===== src/rtl/fwd_hazard_ctrl.sv =====
// EX operand forwarding select and load-use stall control for the 5-stage core.
// rd1/rd2_ctr and ex_bubble register on the ID->EX transfer; stall is combinational and holds PC and IF/ID.
module fwd_hazard_ctrl #(
  parameter int REG_ADDR_W = 5,
  parameter int CNT_W      = 32
) (
  input  logic                  clk,
  input  logic                  rst,
  input  logic                  id_valid,
  input  logic [REG_ADDR_W-1:0] id_rs1,
  input  logic [REG_ADDR_W-1:0] id_rs2,
  input  logic                  id_rs1_used,
  input  logic                  id_rs2_used,
  input  logic [REG_ADDR_W-1:0] id_rd,
  input  logic                  id_reg_write,
  input  logic                  id_is_load,
  input  logic                  ex_flush,
  output logic                  stall,
  output logic                  ex_bubble,
  output logic [1:0]            rd1_ctr,
  output logic [1:0]            rd2_ctr,
  output logic [CNT_W-1:0]      stall_cnt
);

  typedef enum logic {
    RUN   = 1'b0,
    STALL = 1'b1
  } state_t;

  state_t                r_state;
  state_t                w_state_nxt;

  logic [REG_ADDR_W-1:0] r_ex_rd;
  logic                  r_ex_we;
  logic                  r_ex_load;
  logic [REG_ADDR_W-1:0] r_mem_rd;
  logic                  r_mem_we;

  logic                  r_ex_bubble;
  logic [1:0]            r_rd1_ctr;
  logic [1:0]            r_rd2_ctr;
  logic [CNT_W-1:0]      r_stall_cnt;

  logic                  w_rs1_ex_match;
  logic                  w_rs2_ex_match;
  logic                  w_hazard;
  logic                  w_stall;
  logic                  w_kill;
  logic [1:0]            w_rd1_nxt;
  logic [1:0]            w_rd2_nxt;

  // WB producers need no tracking: the regfile is write-first, so ID already reads them.
  function automatic logic [1:0] fwd_sel(
    input logic                  used,
    input logic [REG_ADDR_W-1:0] rs,
    input logic                  ex_we,
    input logic                  ex_load,
    input logic [REG_ADDR_W-1:0] ex_rd,
    input logic                  mem_we,
    input logic [REG_ADDR_W-1:0] mem_rd
  );
    logic [1:0] sel;
    sel = 2'b00;
    if (used && (rs != '0)) begin
      if (ex_we && !ex_load && (rs == ex_rd)) begin
        sel = 2'b01;
      end else if (mem_we && (rs == mem_rd)) begin
        sel = 2'b11;
      end
    end
    return sel;
  endfunction

  assign w_rs1_ex_match = id_rs1_used && (id_rs1 == r_ex_rd);
  assign w_rs2_ex_match = id_rs2_used && (id_rs2 == r_ex_rd);
  assign w_hazard = id_valid && r_ex_we && r_ex_load && (r_ex_rd != '0) &&
                    (w_rs1_ex_match || w_rs2_ex_match);
  assign w_stall  = w_hazard && !ex_flush && (r_state == RUN);
  assign w_kill   = w_stall || ex_flush;

  assign w_rd1_nxt = fwd_sel(id_rs1_used, id_rs1, r_ex_we, r_ex_load, r_ex_rd, r_mem_we, r_mem_rd);
  assign w_rd2_nxt = fwd_sel(id_rs2_used, id_rs2, r_ex_we, r_ex_load, r_ex_rd, r_mem_we, r_mem_rd);

  // One stall cycle is enough: the load reaches MEM and the consumer then takes it via 11.
  always_comb begin
    w_state_nxt = r_state;
    case (r_state)
      RUN:     if (w_stall) w_state_nxt = STALL;
      STALL:   w_state_nxt = RUN;
      default: w_state_nxt = RUN;
    endcase
  end

  always_ff @(posedge clk or posedge rst) begin
    if (rst) begin
      r_state <= RUN;
    end else begin
      r_state <= w_state_nxt;
    end
  end

  always_ff @(posedge clk or posedge rst) begin
    if (rst) begin
      r_ex_rd     <= '0;
      r_ex_we     <= 1'b0;
      r_ex_load   <= 1'b0;
      r_mem_rd    <= '0;
      r_mem_we    <= 1'b0;
      r_ex_bubble <= 1'b1;
      r_rd1_ctr   <= 2'b00;
      r_rd2_ctr   <= 2'b00;
      r_stall_cnt <= '0;
    end else begin
      r_mem_rd <= r_ex_rd;
      r_mem_we <= r_ex_we;
      if (w_kill) begin
        r_ex_rd     <= '0;
        r_ex_we     <= 1'b0;
        r_ex_load   <= 1'b0;
        r_ex_bubble <= 1'b1;
        r_rd1_ctr   <= 2'b00;
        r_rd2_ctr   <= 2'b00;
      end else begin
        r_ex_rd     <= id_rd;
        r_ex_we     <= id_valid && id_reg_write;
        r_ex_load   <= id_valid && id_is_load;
        r_ex_bubble <= !id_valid;
        r_rd1_ctr   <= w_rd1_nxt;
        r_rd2_ctr   <= w_rd2_nxt;
      end
      if (w_stall && (r_stall_cnt != '1)) begin
        r_stall_cnt <= r_stall_cnt + CNT_W'(1);
      end
    end
  end

  assign stall     = w_stall;
  assign ex_bubble = r_ex_bubble;
  assign rd1_ctr   = r_rd1_ctr;
  assign rd2_ctr   = r_rd2_ctr;
  assign stall_cnt = r_stall_cnt;

endmodule


===== config.mk =====
export PLATFORM = sky130hd
export DESIGN_NAME = fwd_hazard_ctrl
export DESIGN_NICKNAME = d
export VERILOG_FILES = /design/src/rtl/fwd_hazard_ctrl.sv
export SDC_FILE = /design/constraint.sdc
export NUM_CORES = 1
export LEC_CHECK = 0
export ABC_AREA = 1
export CAP_MARGIN = 20
export CORE_UTILIZATION = 40
export CTS_CLUSTER_DIAMETER = 120
export DETAILED_ROUTE_END_ITERATION = 10
export PLACE_DENSITY = 0.73
export RECOVER_POWER = 100
export SLEW_MARGIN = 20
export SYNTH_ARGS = -nofsm -noshare
export SYNTH_HDL_FRONTEND = slang
export SYNTH_SLANG_ARGS = --single-unit

===== constraint.sdc =====
create_clock -name clk -period 5 [get_ports clk]
set_input_delay 1.25 -clock clk [delete_from_list [all_inputs] [get_ports clk]]
set_output_delay 1.25 -clock clk [all_outputs]
set_load 0.05 [all_outputs]

**After elaboration in Yosys (flattened, before gate mapping)**

Cells that the tools add are included.

- Output and inout bits: 38
- Register bits after elaboration: 51
- Word-level logic and storage cells: 57
- Bits of input ports: 23

- Multiplexer cells: 14
- Equal/unequal tests: 5
- Add/sub/neg operators: 1
- Reduce and logical (&&, ||, !) cells: 26
- Bitwise operators: 1

Operator list:

| cell | number |
|---|---|
| adder 32 x 1 -> 32 bit (second input constant) | 1 |
| inequality test 32 bit (second input constant) | 1 |
| equality test 5 bit | 4 |
| logical AND 1 bit | 18 |
| two-way mux 2 bit | 8 |
| nonzero test 5 bit | 3 |
| two-way mux 5 bit | 1 |
| two-way mux 1 bit | 4 |
| logical NOT 1 bit | 3 |
| logical OR 1 bit | 2 |
| case mux 1 bit (2 select lines) | 1 |
| inverter 1 bit | 1 |

**Depth between registers and ports, before layout**

Gate-level depths: netlist of the first run.

- Depth in word-level cells: 8
- Depth in mapped cells: 13
- Mapped depth without buffers: 13

**Least setup slack after synthesis of the first run**

Ideal clock, no wire load.

- Path type: input to output
- Start: in id_rs1[3]
- End: out stall
- Data arrival time: 2.242 ns
- Stages: 8
- Buffers on the path: 0
- Slack: 1.508 ns
- Required time: 3.750 ns
- Path through: inv_1 > nand2_1 > nand2_1 > nor2_1 > nand4_1 > nand2_2 > nand2_1 > inv_1

- Cells in the longest elaborated chain, start to end: 6

Ends and longest elaborated chain:

| element | line | RTL |
|---|---|---|
| from (decl) | 10 | `input logic [REG_ADDR_W-1:0] id_rs1,` |
| equality test 5 bit | 74 | `assign w_rs1_ex_match = id_rs1_used && (id_rs1 == r_ex_rd);` |
| logical AND 1 bit | 74 |  |
| logical OR 1 bit | 77 | `(w_rs1_ex_match \|\| w_rs2_ex_match);` |
| logical AND 1 bit | 76 | `assign w_hazard = id_valid && r_ex_we && r_ex_load && (r_ex_rd != '0) &&` |
| logical AND 1 bit (2 in series) | 78 | `assign w_stall = w_hazard && !ex_flush && (r_state == RUN);` |
| to (decl) | 18 | `output logic stall,` |

Every way passes these cells.

**Final worst setup path of the first run**

- Start: in id_rs2[3]
- End: out stall

- Cells in the longest elaborated chain, start to end: 6

Ends and longest elaborated chain:

| element | line | RTL |
|---|---|---|
| from (decl) | 11 | `input logic [REG_ADDR_W-1:0] id_rs2,` |
| equality test 5 bit | 75 | `assign w_rs2_ex_match = id_rs2_used && (id_rs2 == r_ex_rd);` |
| logical AND 1 bit | 75 |  |
| logical OR 1 bit | 77 |  |
| logical AND 1 bit | 76 |  |
| logical AND 1 bit (2 in series) | 78 |  |

Every way passes these cells.

==> results of run 1 <==
[where the power goes]
group	switching (mW)	internal [mW]	total [mW]
logic	0.0344	0.0272	0.0616
registers	0.00595	0.418	0.424
clock network	0.140	0.162	0.302
[layout make-up]
| cell class | instances | area share |
|---|---|---|
| Tap cell | 99 | 0.0330 |
| Multi-Input combinational cell | 284 | 0.367 |
| Clock buffer | 6 | 0.0220 |
| Clock inverter | 2 | 0.00934 |
| Sequential cell | 51 | 0.341 |
| Inverter | 68 | 0.0687 |
| Timing Repair Buffer | 60 | 0.159 |
[flip-flops by register name (all words and copies together), names as in the netlist]
signal and flops:
stall_cnt 32, r_ex_rd 5, r_mem_rd 5, rd1_ctr 2
rd2_ctr 2, ex_bubble 1, r_ex_load 1, r_ex_we 1
r_mem_we 1, r_state 1
[cell usage in the layout (no fill, tap or decap)]
master	n
buf_4	1
o21ai_1	2
nor2_4	2
o21ai_0	16
a21oi_1	2
xor2_1	6
o22ai_1	2
nand4_1	16
bufinv_16	1
nor3_1	9
nor4_1	1
nor2_1	57
a21oi_4	1
ha_1	1
clkinv_2	1
nand3_2	5
clkbuf_8	6
nand2_1	123
nor2_2	3
and2_1	1
nand3_1	20
nand3b_2	4
dlygate4sd3_1	39
nand3b_1	4
xnor2_1	4
dfstp_2	1
clkdlybuf4s50_1	20
or2_2	1
clkinvlp_2	2
nand2_2	1
nor3_2	1
dfrtp_1	50
or3_1	1
inv_2	5
inv_1	61
nand3_4	1
[metal layers]
layer,track usage,wire (um)
met1,0.248,3190
met4,0.0425,68
met3,0.0401,390
met2,0.307,3270
met5,0,0
[worst min-delay path by stage]
| stage | startpoint | to | slack, ns | cells after the start |
|---|---|---|---|---|
| after detailed placement | r_ex_we$_DFF_PP0_ | r_mem_we$_DFF_PP0_ | 0.39 | 0 |
| after floorplan | r_ex_we$_DFF_PP0_ | r_mem_we$_DFF_PP0_ | 0.37 | 0 |
| after global routing | r_ex_we$_DFF_PP0_ | r_mem_we$_DFF_PP0_ | 0.43 | 0 |
| after global placement | r_ex_we$_DFF_PP0_ | r_mem_we$_DFF_PP0_ | 0.39 | 0 |
| after CTS | r_ex_we$_DFF_PP0_ | r_mem_we$_DFF_PP0_ | 0.41 | 0 |
| final | r_ex_we$_DFF_PP0_ | r_mem_we$_DFF_PP0_ | 0.41 | 0 |
[critical path: stages]
cell	delay (ns)
dlygate4sd3_1	0.59
inv_1	0.07
nand2_1	0.05
nand2_1	0.05
nor2_1	0.13
nand4_1	0.11
nand2_1	0.29
nand2_1	0.19
inv_1	0.11
buf_4	0.20
[stage by stage]
step / instances / total power [mW] / instance area (um2) / utilization
3_3_place_gp: 562 / 0.496 / 3650 / 0.506
6_report: 570 / 0.788 / 3750 / 0.520
2_1_floorplan: 407 / 0.464 / 2980 / -
4_1_cts: 570 / 0.795 / 3770 / 0.523
5_1_grt: 570 / 0.824 / 3750 / 0.520
3_5_place_dp: 562 / 0.495 / 3650 / 0.506
[kinds of logic after synthesis]
| group | count (synthesis) |
|---|---|
| buffers and inverters | 72 |
| adders and majority gates | 1 |
| DFF | 51 |
| xor gates and xnor gates | 10 |
| AOI/OAI and AO/OA | 23 |
| and+or+nand+nor | 250 |
==> flow_summary.json, run 1 <==
{
  "crit_fanout": 9,
  "ys_ff_latch": 51,
  "crit_type": "input port to output port",
  "r2r_setup_slack_ns": 1.60,
  "pre_cts_slack_ns": 0.859,
  "yosys.area.top_type": "dfrtp_1",
  "syn-cell-area_mm2": 0.00298,
  "worstSetupStartpoint": "id_rs2[3]",
  "n_fill_cell": 700,
  "clkSinkCount": 51,
  "violations": "capacitance limit, slew limit",
  "finalMaxSlewViolations": 52,
  "drc": 0,
  "clk_pin_slew_worst_paths_ns": 0.09,
  "slew_headroom": -0.518,
  "p_per_area_mw_per_mm2": 210,
  "syn_nets": 431,
  "synth.avg_cell_area_um2": 7.32,
  "diodes": 0,
  "core_region_area_mm2": 0.00721,
  "yosysWarnings": 0,
  "ys_seq_area_frac": 0.429,
  "ys_top_cells_by_area": "dfrtp_1 (42%), nand2_1 (15%), inv_1 (7.7%)",
  "synth.most_common_cell": "nand2_1",
  "drtIter0Drc": 158,
  "die_y_um": 88.3,
  "synth_xor_area_frac": 0.0294,
  "rows": 31,
  "cts-root-buf": "clkbuf_8",
  "cp-end-kind": "output port",
  "synthTopCellsByCount": "nand2_1 (122), inv_1 (61), nor2_1 (57)",
  "synthMuxAreaShare": 0,
  "tns_ns": 0,
  "cp-endpoint": "stall",
  "overflow": 0,
  "max_freq_mhz": 232,
  "hold_viol": 0,
  "synth-simple-area-share": 0.392,
  "grt_max_degree": 52,
  "clock_latency_ns": 0.31,
  "hold_buffers": 0,
  "synth_flop_cell": "dfrtp_1",
  "synth_adder_area_share": 0.00420,
  "cts_setup_buffers": 0,
  "skew_ns": 0.0112,
  "status": "finished with violations",
  "viasPerCell": 4.86,
  "place.gp.congestion": 0.916,
  "ios": 61,
  "setup_viol": 0,
  "cts_tree": "built",
  "dieWidth_um": 88.3,
  "rr_worst_depth": 10,
  "reg2reg_from": "stall_cnt[0]$_DFFE_PP0P_",
  "grt.total_usage": 0.185,
  "rsz0062_at_grt": "no",
  "synthCells": 407,
  "cp.required_ns": 3.75,
  "routed_wl_mm": 6.91,
  "die_area_mm2": 0.00779,
  "power.leakage_nw": 1.86,
  "ctsResizeCount": 0,
  "synth_compound_area_frac": 0.0433,
  "drt_pass1_iterations": 5,
  "synth_top_family_by_area": "simple AND/OR/NAND/NOR gates",
  "hp-class": "flip-flop to flip-flop",
  "cts-buffers-inserted": 5,
  "async_flop_share": 1.00,
  "period_minus_slack_ns": 4.30,
  "yosysTopAreaCellShare": 0.420,
  "synth_enable_flop_cells": 0,
  "final.period_utilization": 0.861,
  "nNetsFinal": 494,
  "grt_first_pass_wirelength_mm": 11.1,
  "routedWlPerCell_um": 12.1,
  "ant_nets": 0,
  "area.sequential_mm2": 0.00128,
  "drv_cap": 1,
  "first_global_vias": 2448,
  "multiInputGateArea_mm2": 0.00138,
  "critPathArrivalTime_ns": 3.05,
  "htree_levels": 2,
  "reg2reg_to": "stall_cnt[31]$_DFFE_PP0P_",
  "worst_slack_ns": 0.697,
  "tightest_slew_ns": 2.26,
  "vias": 2773,
  "clockBufferDepth": 2,
  "antenna_found_initial": 0,
  "start_util": 0.413,
  "holdWs_ns": 0.408,
  "area_growth_pct": 25.9,
  "startpoint_type": "input port",
  "synthDistinctLibCells": 33,
  "place.port_buffers": 60,
  "ir_drop_mv": 0.109,
  "drive_gt1_frac": 0.0764,
  "hpwlAfterDp_mm": 5.22
}
(Power assumes the default switching activity.)
==> run 2, diff against run 1 <==
--- a/config.mk
+++ b/config.mk
@@ -6,7 +6,6 @@
 export NUM_CORES = 1
 export LEC_CHECK = 0
 export ABC_AREA = 1
-export CAP_MARGIN = 20
 export CORE_UTILIZATION = 40
 export CTS_CLUSTER_DIAMETER = 120
 export DETAILED_ROUTE_END_ITERATION = 10
==> results of run 2 <==
Same layout as run 1: the final DEF is identical, and so are final timing and power.
